$ cat config.mk
export PLATFORM = sky130hd
export DESIGN_NAME = nes_controller_reader
export DESIGN_NICKNAME = d
export VERILOG_FILES = /design/src/rtl/nes_controller_reader_pkg.sv /design/src/rtl/nes_controller_reader_data_sync.sv /design/src/rtl/nes_controller_reader.sv
export SDC_FILE = /design/constraint.sdc
export NUM_CORES = 1
export LEC_CHECK = 0
export CORE_MARGIN = 3
export CORE_UTILIZATION = 55
export DETAILED_ROUTE_END_ITERATION = 8
export GPL_TIMING_DRIVEN = 0
export PLACE_DENSITY = 0.77
export SLEW_MARGIN = 10
export SYNTH_ARGS = -nofsm -noshare
export SYNTH_HDL_FRONTEND = slang
export SYNTH_SLANG_ARGS = --single-unit
$ cat constraint.sdc
create_clock -name clk -period 5.3 [get_ports clk]
set_input_delay 1.59 -clock clk [delete_from_list [all_inputs] [get_ports clk]]
set_output_delay 1.59 -clock clk [all_outputs]
set_load 0.01 [all_outputs]
$ cat src/rtl/nes_controller_reader_pkg.sv
// Shared types and constants for the NES pad reader.
package nes_controller_reader_pkg;

   typedef enum logic [2:0] {
      ST_IDLE,
      ST_LATCH,
      ST_LOW,
      ST_HIGH,
      ST_DONE
   } nes_state_t;

   localparam int BTN_A      = 0;
   localparam int BTN_B      = 1;
   localparam int BTN_SELECT = 2;
   localparam int BTN_START  = 3;
   localparam int BTN_UP     = 4;
   localparam int BTN_DOWN   = 5;
   localparam int BTN_LEFT   = 6;
   localparam int BTN_RIGHT  = 7;

   localparam int DEF_LATCH_CYCLES = 300;
   localparam int DEF_HALF_CYCLES  = 150;

   function automatic int max2(input int a, input int b);
      return (a > b) ? a : b;
   endfunction

endpackage

$ cat src/rtl/nes_controller_reader_data_sync.sv
// Two-flop synchroniser for the asynchronous pad data line.
module nes_data_sync (
   input  logic clk,
   input  logic reset,
   input  logic d,
   output logic q
);

   logic meta;

   // Reset to 1 so the idle (pulled-high) line reads as released.
   always_ff @(posedge clk) begin
      if (reset) begin
         meta <= 1'b1;
         q    <= 1'b1;
      end else begin
         meta <= d;
         q    <= meta;
      end
   end

endmodule

$ cat src/rtl/nes_controller_reader.sv
// Serial reader for a 4021-based NES pad.
// Optional NES_DEBOUNCE_EN: update buttons only when two reads agree.
module nes_controller_reader
   import nes_controller_reader_pkg::*;
#(
   parameter int LATCH_CYCLES = DEF_LATCH_CYCLES,
   parameter int HALF_CYCLES  = DEF_HALF_CYCLES
) (
   input  logic       clk,
   input  logic       reset,
   input  logic       start,
   input  logic       nes_data,
   output logic       nes_latch,
   output logic       nes_clk,
   output logic [7:0] buttons,
   output logic       valid,
   output logic       busy
);

   localparam int CW = $clog2(max2(LATCH_CYCLES, HALF_CYCLES) + 1);
   localparam logic [CW-1:0] LATCH_LD = CW'(LATCH_CYCLES - 1);
   localparam logic [CW-1:0] HALF_LD  = CW'(HALF_CYCLES - 1);

   nes_state_t    state;
   logic [CW-1:0] cnt;
   logic [2:0]    idx;
   logic [7:0]    shift;
   logic          data_sync;
`ifdef NES_DEBOUNCE_EN
   logic [7:0]    prev;
`endif

   nes_data_sync u_sync (
      .clk   (clk),
      .reset (reset),
      .d     (nes_data),
      .q     (data_sync)
   );

   always_ff @(posedge clk) begin
      if (reset) begin
         state     <= ST_IDLE;
         cnt       <= '0;
         idx       <= '0;
         shift     <= '0;
         nes_latch <= 1'b0;
         nes_clk   <= 1'b0;
         buttons   <= '0;
         valid     <= 1'b0;
         busy      <= 1'b0;
`ifdef NES_DEBOUNCE_EN
         prev      <= '0;
`endif
      end else begin
         unique case (state)
            ST_IDLE: begin
               if (start) begin
                  state     <= ST_LATCH;
                  cnt       <= LATCH_LD;
                  nes_latch <= 1'b1;
                  busy      <= 1'b1;
               end
            end
            ST_LATCH: begin
               if (cnt == '0) begin
                  state     <= ST_LOW;
                  cnt       <= HALF_LD;
                  idx       <= '0;
                  nes_latch <= 1'b0;
               end else begin
                  cnt <= cnt - 1'b1;
               end
            end
            ST_LOW: begin
               if (cnt == '0) begin
                  shift[idx] <= ~data_sync;
                  state      <= ST_HIGH;
                  cnt        <= HALF_LD;
                  nes_clk    <= 1'b1;
               end else begin
                  cnt <= cnt - 1'b1;
               end
            end
            ST_HIGH: begin
               if (cnt == '0) begin
                  nes_clk <= 1'b0;
                  if (idx == 3'd7) begin
                     // Outputs for DONE are registered on entry.
                     state <= ST_DONE;
                     valid <= 1'b1;
`ifdef NES_DEBOUNCE_EN
                     prev  <= shift;
                     if (shift == prev)
                        buttons <= shift;
`else
                     buttons <= shift;
`endif
                  end else begin
                     state <= ST_LOW;
                     cnt   <= HALF_LD;
                     idx   <= idx + 3'd1;
                  end
               end else begin
                  cnt <= cnt - 1'b1;
               end
            end
            ST_DONE: begin
               state <= ST_IDLE;
               valid <= 1'b0;
               busy  <= 1'b0;
            end
            default: begin
               state     <= ST_IDLE;
               nes_latch <= 1'b0;
               nes_clk   <= 1'b0;
               valid     <= 1'b0;
               busy      <= 1'b0;
            end
         endcase
      end
   end

endmodule

# --- Word-level counts from Yosys, hierarchy flattened ---
# Cells that the tools add are included.
totals:
  register_bits: 37
  word_cells: 78
  in_bits: 4
classes:
  n_eq_ne: 12
  muxes: 27
  n_lt_le_gt_ge: 2
  n_bitwise: 5
  n_addsub: 2
  n_reduce_logical: 19
op_table:
  columns: ["op", "n"]
  rows:
  - ["9-bit 2-to-1 mux", 4]
  - ["9-bit case mux with 3 select lines", 1]
  - ["3-bit 2-to-1 mux", 8]
  - ["3-bit AND reduction", 5]
  - ["2-bit inequality test, second input constant", 6]
  - ["3-bit case mux with 4 select lines", 1]
  - ["3-bit OR reduction", 4]
  - ["9-bit zero test", 1]
  - ["9-bit by 1-bit subtractor with 9-bit output, second input constant", 1]
  - ["8-bit bitwise mux", 1]
  - ["4-bit AND reduction", 2]
  - ["3-bit by 2-bit == test with 1-bit output, second input constant", 2]
  - ["3-bit == test, second input constant", 2]
  - ["1-bit 2-to-1 mux", 6]
  - ["1-bit case mux with 3 select lines", 2]
  - ["3-bit case mux with 2 select lines", 1]
  - ["1-bit NOT", 5]
  - ["3-bit by 4-bit less-than comparator with 1-bit output, second input constant", 1]
  - ["1-bit case mux with 2 select lines", 2]
  - ["2-bit AND reduction", 2]
  - ["3-bit by 1-bit adder with 3-bit output, second input constant", 1]
  - ["1-bit demux with 3-bit select", 1]
  - ["3-bit by 1-bit == test with 1-bit output, second input constant", 1]
  - ["3-bit by 1-bit greater-or-equal comparator with 1-bit output, second input constant", 1]
  - ["other kinds (6)", 6]

# --- Longest topological paths before layout ---
# Gate-level depths: netlist of the first run.
depth:
  ltp_word: 5
  ltp_mapped: 7

# --- Modules after synthesis ---
# Synthesis of the first run repeated with hierarchy kept, for this count alone.
hier_totals:
  hier_cells: 187
  hier_area_um2: 1740.4
by_module_without_submodules:
  columns: ["mod", "cells_each", "n_inst", "area_each_um2"]
  rows:
  - ["nes_controller_reader", 183, 1, 1687.9]
  - ["nes_data_sync", 4, 1, 52.6]

# --- Worst setup path before layout of the first run ---
# Ideal clock, no wire load.
synth_path:
  path_type: "input to register"
  from: "input reset"
  to: "register idx[0]"
  t_required_ps: 5172
  path_buffers: 3
  path_slack_ps: 2708
  stages: 4
  t_arrival_ps: 2464
  cell_sequence: "clkbuf_1 -> clkbuf_1 -> clkbuf_1 -> nor2_1"
synth_rtl:
  columns: ["element", "line_no", "rtl"]
  rows:
  - ["start, declared", "nes_controller_reader.sv:10", "input logic reset,"]
  - ["end signal, assigned", "nes_controller_reader.sv:101", "idx <= idx + 3'd1;"]
  - ["end, declared", "nes_controller_reader.sv:26", "logic [2:0] idx;"]
# No word-level cell between the ends.

# --- Worst setup path in the final report of the first run ---
layout_path:
  from: "input reset"
  to: "register idx[2]"
# No word-level cell between the ends.

==> results.sh, run 1 <==
export IMPL_status="complete, no violations"
export IMPL_cts_htree_levels=2
export IMPL_synth_edff_count=0
export IMPL_drc=0
export IMPL_slew_headroom_pct=49.4
export IMPL_syn_inst=209
export IMPL_crit_top_cell="clkbuf_1"
export IMPL_seqCellArea_um2=741
export IMPL_synthArstFlopShare_pct=0
export IMPL_drive_above_1_share_pct=10.3
export IMPL_clock_skew_ns=0.0164
export IMPL_fin_crit_sh_pct=61.1
export IMPL_rsz0062_at_grt="no"
export IMPL_min_path_type="flip-flop to flip-flop"
export IMPL_crit_chain="clkdlybuf4s50_1, clkbuf_1, clkbuf_1, clkbuf_1, nor2_1"
export IMPL_drt_iter0_markers=173
export IMPL_gr_total_overflow=0
export IMPL_synth_area_um2=1820
export IMPL_crit_arrival_ns=3.46
export IMPL_cts_tree="done"
export IMPL_design_die_area_um2=4030
export IMPL_crit_family="buffers and inverters"
export IMPL_end_kind="flip-flop"
export IMPL_synth_top_cell_area_share_pct=40.8
export IMPL_leakagePower_uw=0.000767
export IMPL_synthDistinctLibCells=49
export IMPL_required_ns=5.52
export IMPL_die_h_um=63.5
export IMPL_cap_viol_max_count=0
export IMPL_vias=1668
export IMPL_synth_seq_area_share_pct=40.8
export IMPL_yosysMostFrequentCell="dfxtp_1"
export IMPL_yosys_top_cells_area="dfxtp_1 41%, a21oi_1 5.0%, nand2_1 4.5%"
export IMPL_post_cts_buffers=0
export IMPL_gp_congestion=0.829
export IMPL_filler_cell_count=279
export IMPL_synth_compound_area_share_pct=21.2
export IMPL_cp_max_fo=10
export IMPL_ir_worst_vdd_mv=0.226
export IMPL_fin_setup_tns_ns=0
export IMPL_diodes=0
export IMPL_antenna_found_initial=0
export IMPL_cpPeakStageDelay_ns=0.49
export IMPL_vias_per_cell=6.04
export IMPL_syn_avg_cell_area_um2=8.69
export IMPL_cts_root_buf="clkbuf_4"
export IMPL_crit_buf_inv=4
export IMPL_area_growth_pct=16.2
export IMPL_yosys_warnings=0
export IMPL_grt_max_degree=13
export IMPL_yosys_area_share_xor_xnor_pct=0
export IMPL_port_buffers=15
export IMPL_grt_pass1_vias=1530
export IMPL_p_per_area_nw_per_um2=305
export IMPL_post_drt_wl_per_cell_um=15.7
export IMPL_tightest_slew_ns=0.752
export IMPL_die_x_um=63.5
export IMPL_crit_type="primary input to flip-flop"
export IMPL_cts_resized=0
export IMPL_synth_adder_area_share_pct=2.07
export IMPL_hpwl_um=3010
export IMPL_slew_violations=0
export IMPL_synth_top_area_cell="dfxtp_1"
export IMPL_ys_ff_latch=37
export IMPL_postCtsHoldBufs=0
export IMPL_grt_pass1_wl_um=7250
export IMPL_fmax_mhz=309
export IMPL_start_kind="primary input"
export IMPL_period_minus_slack_ns=3.24
export IMPL_synth_simple_gate_area_share_pct=27.1
export IMPL_fp_coreArea_um2=3100
export IMPL_start_util_pct=58.5
export IMPL_clkTransAtPathRegs_ns=0.12
export IMPL_fp_row_count=20
export IMPL_firstDrtPassIters=5
export IMPL_routed_wirelength_um=4330
export IMPL_synth_common_cells="37 x dfxtp_1, 22 x nand2_1, 18 x a21oi_1"
export IMPL_synth_nets=216
export IMPL_synth_ff_type="dfxtp_1"
export IMPL_clk_latency_ns=0.35
export IMPL_finalHoldViolCount=0
export IMPL_synthMuxAreaShare_pct=3.37
export IMPL_power_uw=643
export IMPL_multiInputGateArea_um2=977
export IMPL_final_antenna_net_count=0
export IMPL_clock_sinks=37
export IMPL_numCtsBuffers=5
export IMPL_grt_total_usage_pct=23.0
export IMPL_cp_slowest_cell="clkbuf_1"
export IMPL_synth_top_family_by_area="simple AND/OR/NAND/NOR gates"
export IMPL_ios=16
export IMPL_finalSetupViolCount=0
export IMPL_nets=238
export IMPL_clockBufferDepth=2
power breakdown:
group / internal, µW / total [µW] / switching, µW
registers: 291 / 307 / 15.9
clock network: 112 / 212 / 99.8
logic: 52.7 / 124 / 71.6
total: 456 / 643 / 187
stage by stage:
stage | setup WS, ns | utilization [%] | area [µm²] | cells | hold slack [ns]
floorplan | 2.71 | - | 1820 | 209 | 0.389
global placement | 1.74 | 65.2 | 2020 | 268 | 0.395
detailed placement | 1.67 | 65.2 | 2020 | 268 | 0.398
CTS | 2.05 | 68.0 | 2110 | 276 | 0.426
global route | 1.92 | 68.0 | 2110 | 276 | 0.467
finish | 2.06 | 68.0 | 2110 | 276 | 0.427
kinds of logic after synthesis:
family | count (synthesis)
buffers and inverters | 25
flip-flops | 37
adder cells (fa/ha/maj) | 3
multiplexers | 6
AND/OR/NAND/NOR | 83
AO/OA/AOI/OAI | 55
per-layer routing:
| metal | vias to the layer above | global-route usage, % | share of wire (%) |
|---|---|---|---|
| li1 | 814 | - | - |
| met4 | 0 | 7.28 | 1.2 |
| met2 | 80 | 36.0 | 47 |
| met1 | 765 | 30.2 | 44 |
| met3 | 9 | 6.77 | 7.9 |
| met5 | - | 0 | 0 |
cell type report:
| class | count | share of cell area, % |
|---|---|---|
| Timing Repair Buffer | 15 | 7.11 |
| Sequential cell | 37 | 35.1 |
| Inverter | 10 | 1.78 |
| Buffer | 15 | 2.90 |
| Multi-Input combinational cell | 147 | 46.3 |
| Tap cell | 44 | 2.61 |
| Clock buffer | 6 | 2.43 |
| Clock inverter | 2 | 1.78 |
final timing paths:
kind / from / depth (start not counted) / to / slack (ns)
worst max-delay path: reset / 5 / idx[2] / 2.06
worst min-delay path: u_sync.meta / 1 / u_sync.q / 0.43
worst min register to register: u_sync.meta / 1 / u_sync.q / 0.43
worst max register to register: cnt[0] / 6 / shift[5] / 3.13
state kept, by name (all words and copies together) (netlist names):
| signal | flops |
|---|---|
| busy | 1 |
| buttons | 8 |
| cnt | 9 |
| idx | 3 |
| nes_clk | 1 |
| nes_latch | 1 |
| shift | 8 |
| state | 3 |
| u_sync.meta | 1 |
| u_sync.q | 1 |
| valid | 1 |
placed cells by master (no fill, tap or decap), types with 2 or more instances in the layout:
| cell type | count |
|---|---|
| clkdlybuf4s50_1 | 15 |
| mux2i_1 | 5 |
| nor2_1 | 15 |
| nand2_1 | 22 |
| o31ai_1 | 2 |
| inv_1 | 10 |
| a211oi_1 | 2 |
| ha_1 | 3 |
| buf_2 | 3 |
| o21a_1 | 2 |
| or4_1 | 3 |
| o311ai_0 | 3 |
| a41o_1 | 3 |
| a31oi_1 | 4 |
| and3_1 | 5 |
| or2_2 | 4 |
| nand2b_1 | 2 |
| nor3_1 | 8 |
| nor4_1 | 2 |
| nand4_1 | 2 |
| clkbuf_1 | 11 |
| dfxtp_1 | 37 |
| nand3_1 | 4 |
| o21ai_0 | 4 |
| clkbuf_4 | 5 |
| a21oi_1 | 18 |
| a311oi_1 | 4 |
| nor2b_1 | 4 |
| o41ai_1 | 3 |
| nor4b_4 | 3 |
Power figures use the tool's default switching activity.
==> run 2: changes to the inputs <==
Settings changed: CORE_UTILIZATION 55 to 51, PLACE_DENSITY 0.77 to 0.75.
Clock period 5.3 ns to 2.7 ns, I/O delays scaled along.
==> run 2 against run 1 <==
  * Cell count grew 0.72%
  * Setup slack got worse by 1.8 ns
  * First-iteration DRC count shrank 28%
  * Via count down 2.8%
  * Count of clock-buffer cells in the layout stayed put
  * Core utilization down 6.8 points
  * Final area fell by 1.7%
  * Sequential share of layout area up 0.59 points
  * Sequential cell count stayed put
  * Critical path type unchanged
  * Combinational power grew 94%
  * Register-to-register slack got worse by 2.6 ns
==> results.sh, run 2 (synthesis gave the netlist of run 1 again) <==
export IMPL_crit_arrival_ns=2.68
export IMPL_clkTransAtPathRegs_ns=0.11
export IMPL_leakagePower_uw=0.000755
export IMPL_r2r_end="shift[6]"
export IMPL_end_kind="flip-flop"
export IMPL_drive_above_1_share_pct=9.91
export IMPL_crit_type="primary input to flip-flop"
export IMPL_filler_cell_count=292
export IMPL_status="complete, no violations"
export IMPL_routed_wirelength_um=4040
export IMPL_crit_family="buffers and inverters"
export IMPL_reg2regPathDepth=6
export IMPL_required_ns=2.91
export IMPL_finalSetupViolCount=0
export IMPL_final_common_cell="dfxtp_1"
export IMPL_cp_slowest_cell="clkbuf_1"
export IMPL_cts_root_buf="clkbuf_4"
export IMPL_post_drt_wl_per_cell_um=14.5
export IMPL_fmax_mhz=404
export IMPL_drc=0
export IMPL_layout_common_cells="37 x dfxtp_1, 22 x nand2_1, 18 x a21oi_1"
export IMPL_largest_register="cnt"
export IMPL_crit_chain="clkdlybuf4s50_1, clkbuf_1, clkbuf_1, clkbuf_1, nor2_1"
export IMPL_cp_max_fo=10
export IMPL_dp_cells=270
export IMPL_postCtsHoldBufs=0
export IMPL_area_growth_pct=14.3
export IMPL_clock_skew_ns=0.00363
export IMPL_finalHoldViolCount=0
export IMPL_tightest_slew_ns=0.686
export IMPL_crit_buf_inv=4
export IMPL_nets=238
export IMPL_p_seq_share_pct=53.9
export IMPL_gp_congestion=0.898
export IMPL_fin_area_um2=2080
export IMPL_grt_max_degree=12
export IMPL_power_uw=1120
export IMPL_ios=16
export IMPL_grt_pass1_wl_um=6910
export IMPL_fin_crit_sh_pct=91.7
export IMPL_min_path_type="flip-flop to flip-flop"
export IMPL_crit_top_cell="clkbuf_1"
export IMPL_p_sw_uw=347
export IMPL_p_per_area_nw_per_um2=540
export IMPL_cap_viol_max_count=0
export IMPL_top_regs="cnt: 9 flops, buttons: 8 flops, shift: 8 flops"
export IMPL_fin_util_pct=61.2
export IMPL_design_die_area_um2=4310
export IMPL_clk_latency_ns=0.33
export IMPL_holdWs_ns=0.435
export IMPL_fin_cells=278
export IMPL_gr_total_overflow=0
export IMPL_start_util_pct=53.6
export IMPL_clkPwrFrac_pct=24.7
export IMPL_final_antenna_net_count=0
export IMPL_vias_per_cell=5.83
export IMPL_die_h_um=65.7
export IMPL_port_buffers=15
export IMPL_r2r_setup_slack_ns=0.53
export IMPL_start_kind="primary input"
export IMPL_power_frac_comb_pct=21.4
export IMPL_switching_share_pct=30.9
export IMPL_startpoint="reset"
export IMPL_diodes=0
export IMPL_antenna_found_initial=0
export IMPL_worstSetupEndpoint="idx[0]"
export IMPL_drt_iter0_markers=125
export IMPL_die_x_um=65.7
export IMPL_cts_htree_levels=2
export IMPL_largest_register_ffs=9
export IMPL_firstDrtPassIters=4
export IMPL_fp_coreArea_um2=3390
export IMPL_grt_pass1_vias=1473
export IMPL_cts_tree="done"
export IMPL_cts_resized=0
export IMPL_reg2reg_from="cnt[0]"
export IMPL_clock_sinks=37
export IMPL_worst_path_stages=5
export IMPL_post_cts_buffers=0
export IMPL_p_int_uw=774
export IMPL_hpwl_um=2880
export IMPL_vias=1621
export IMPL_grt_total_usage_pct=20.5
export IMPL_period_minus_slack_ns=2.48
export IMPL_cpPeakStageDelay_ns=0.48
export IMPL_ir_worst_vdd_mv=0.414
export IMPL_numCtsBuffers=5
export IMPL_rsz0062_at_grt="no"
export IMPL_slew_headroom_pct=53.8
export IMPL_clockBufferDepth=2
export IMPL_slew_violations=0
export IMPL_fp_row_count=21
export IMPL_placed_area_um2=2020
[run 2: how the worst min path moves through the flow]
stage                startpoint  endpoint  slack (ns)  depth (start not counted)
CTS                 u_sync.meta  u_sync.q        0.44                          1
finish              u_sync.meta  u_sync.q        0.44                          1
detailed placement  u_sync.meta  u_sync.q        0.41                          1
floorplan           u_sync.meta  u_sync.q        0.39                          1
global route        u_sync.meta  u_sync.q        0.47                          1
global placement    u_sync.meta  u_sync.q        0.40                          1
[run 2: power by group through the flow]
stage	logic (µW)	clock network, µW	registers [µW]
6_report	240	277	604
4_1_cts	237	287	602
3_3_place_gp	236	0	615
2_1_floorplan	182	0	610
3_5_place_dp	236	0	615
5_1_grt	263	311	608
[run 2: per-stage QoR]
step	setup TNS, ns	setup WS [ns]
finish	0	0.224
global route	0	0.134
CTS	0	0.254
detailed placement	-0.731	-0.0929
global placement	-1.03	-0.112
floorplan	0	0.770
[run 2: cell type report]
type	count	area, µm²	area share [%]
buffer	15	61.3	2.95
clock buffer	6	41.3	1.99
clock inverter	2	10.0	0.482
inverter	10	37.5	1.81
multi-input combinational	147	977	47.1
sequential	37	741	35.7
tap	46	57.6	2.77
timing repair buffer	15	150	7.23
[run 2: per-layer routing]
layer  up-vias  GRT usage [%]  wire length [µm]
li1        819              -                 -
met1       746           29.0              1960
met2        49           31.2              1760
met3         7           4.10               274
met4         0           5.96                44
met5         -              0                 0
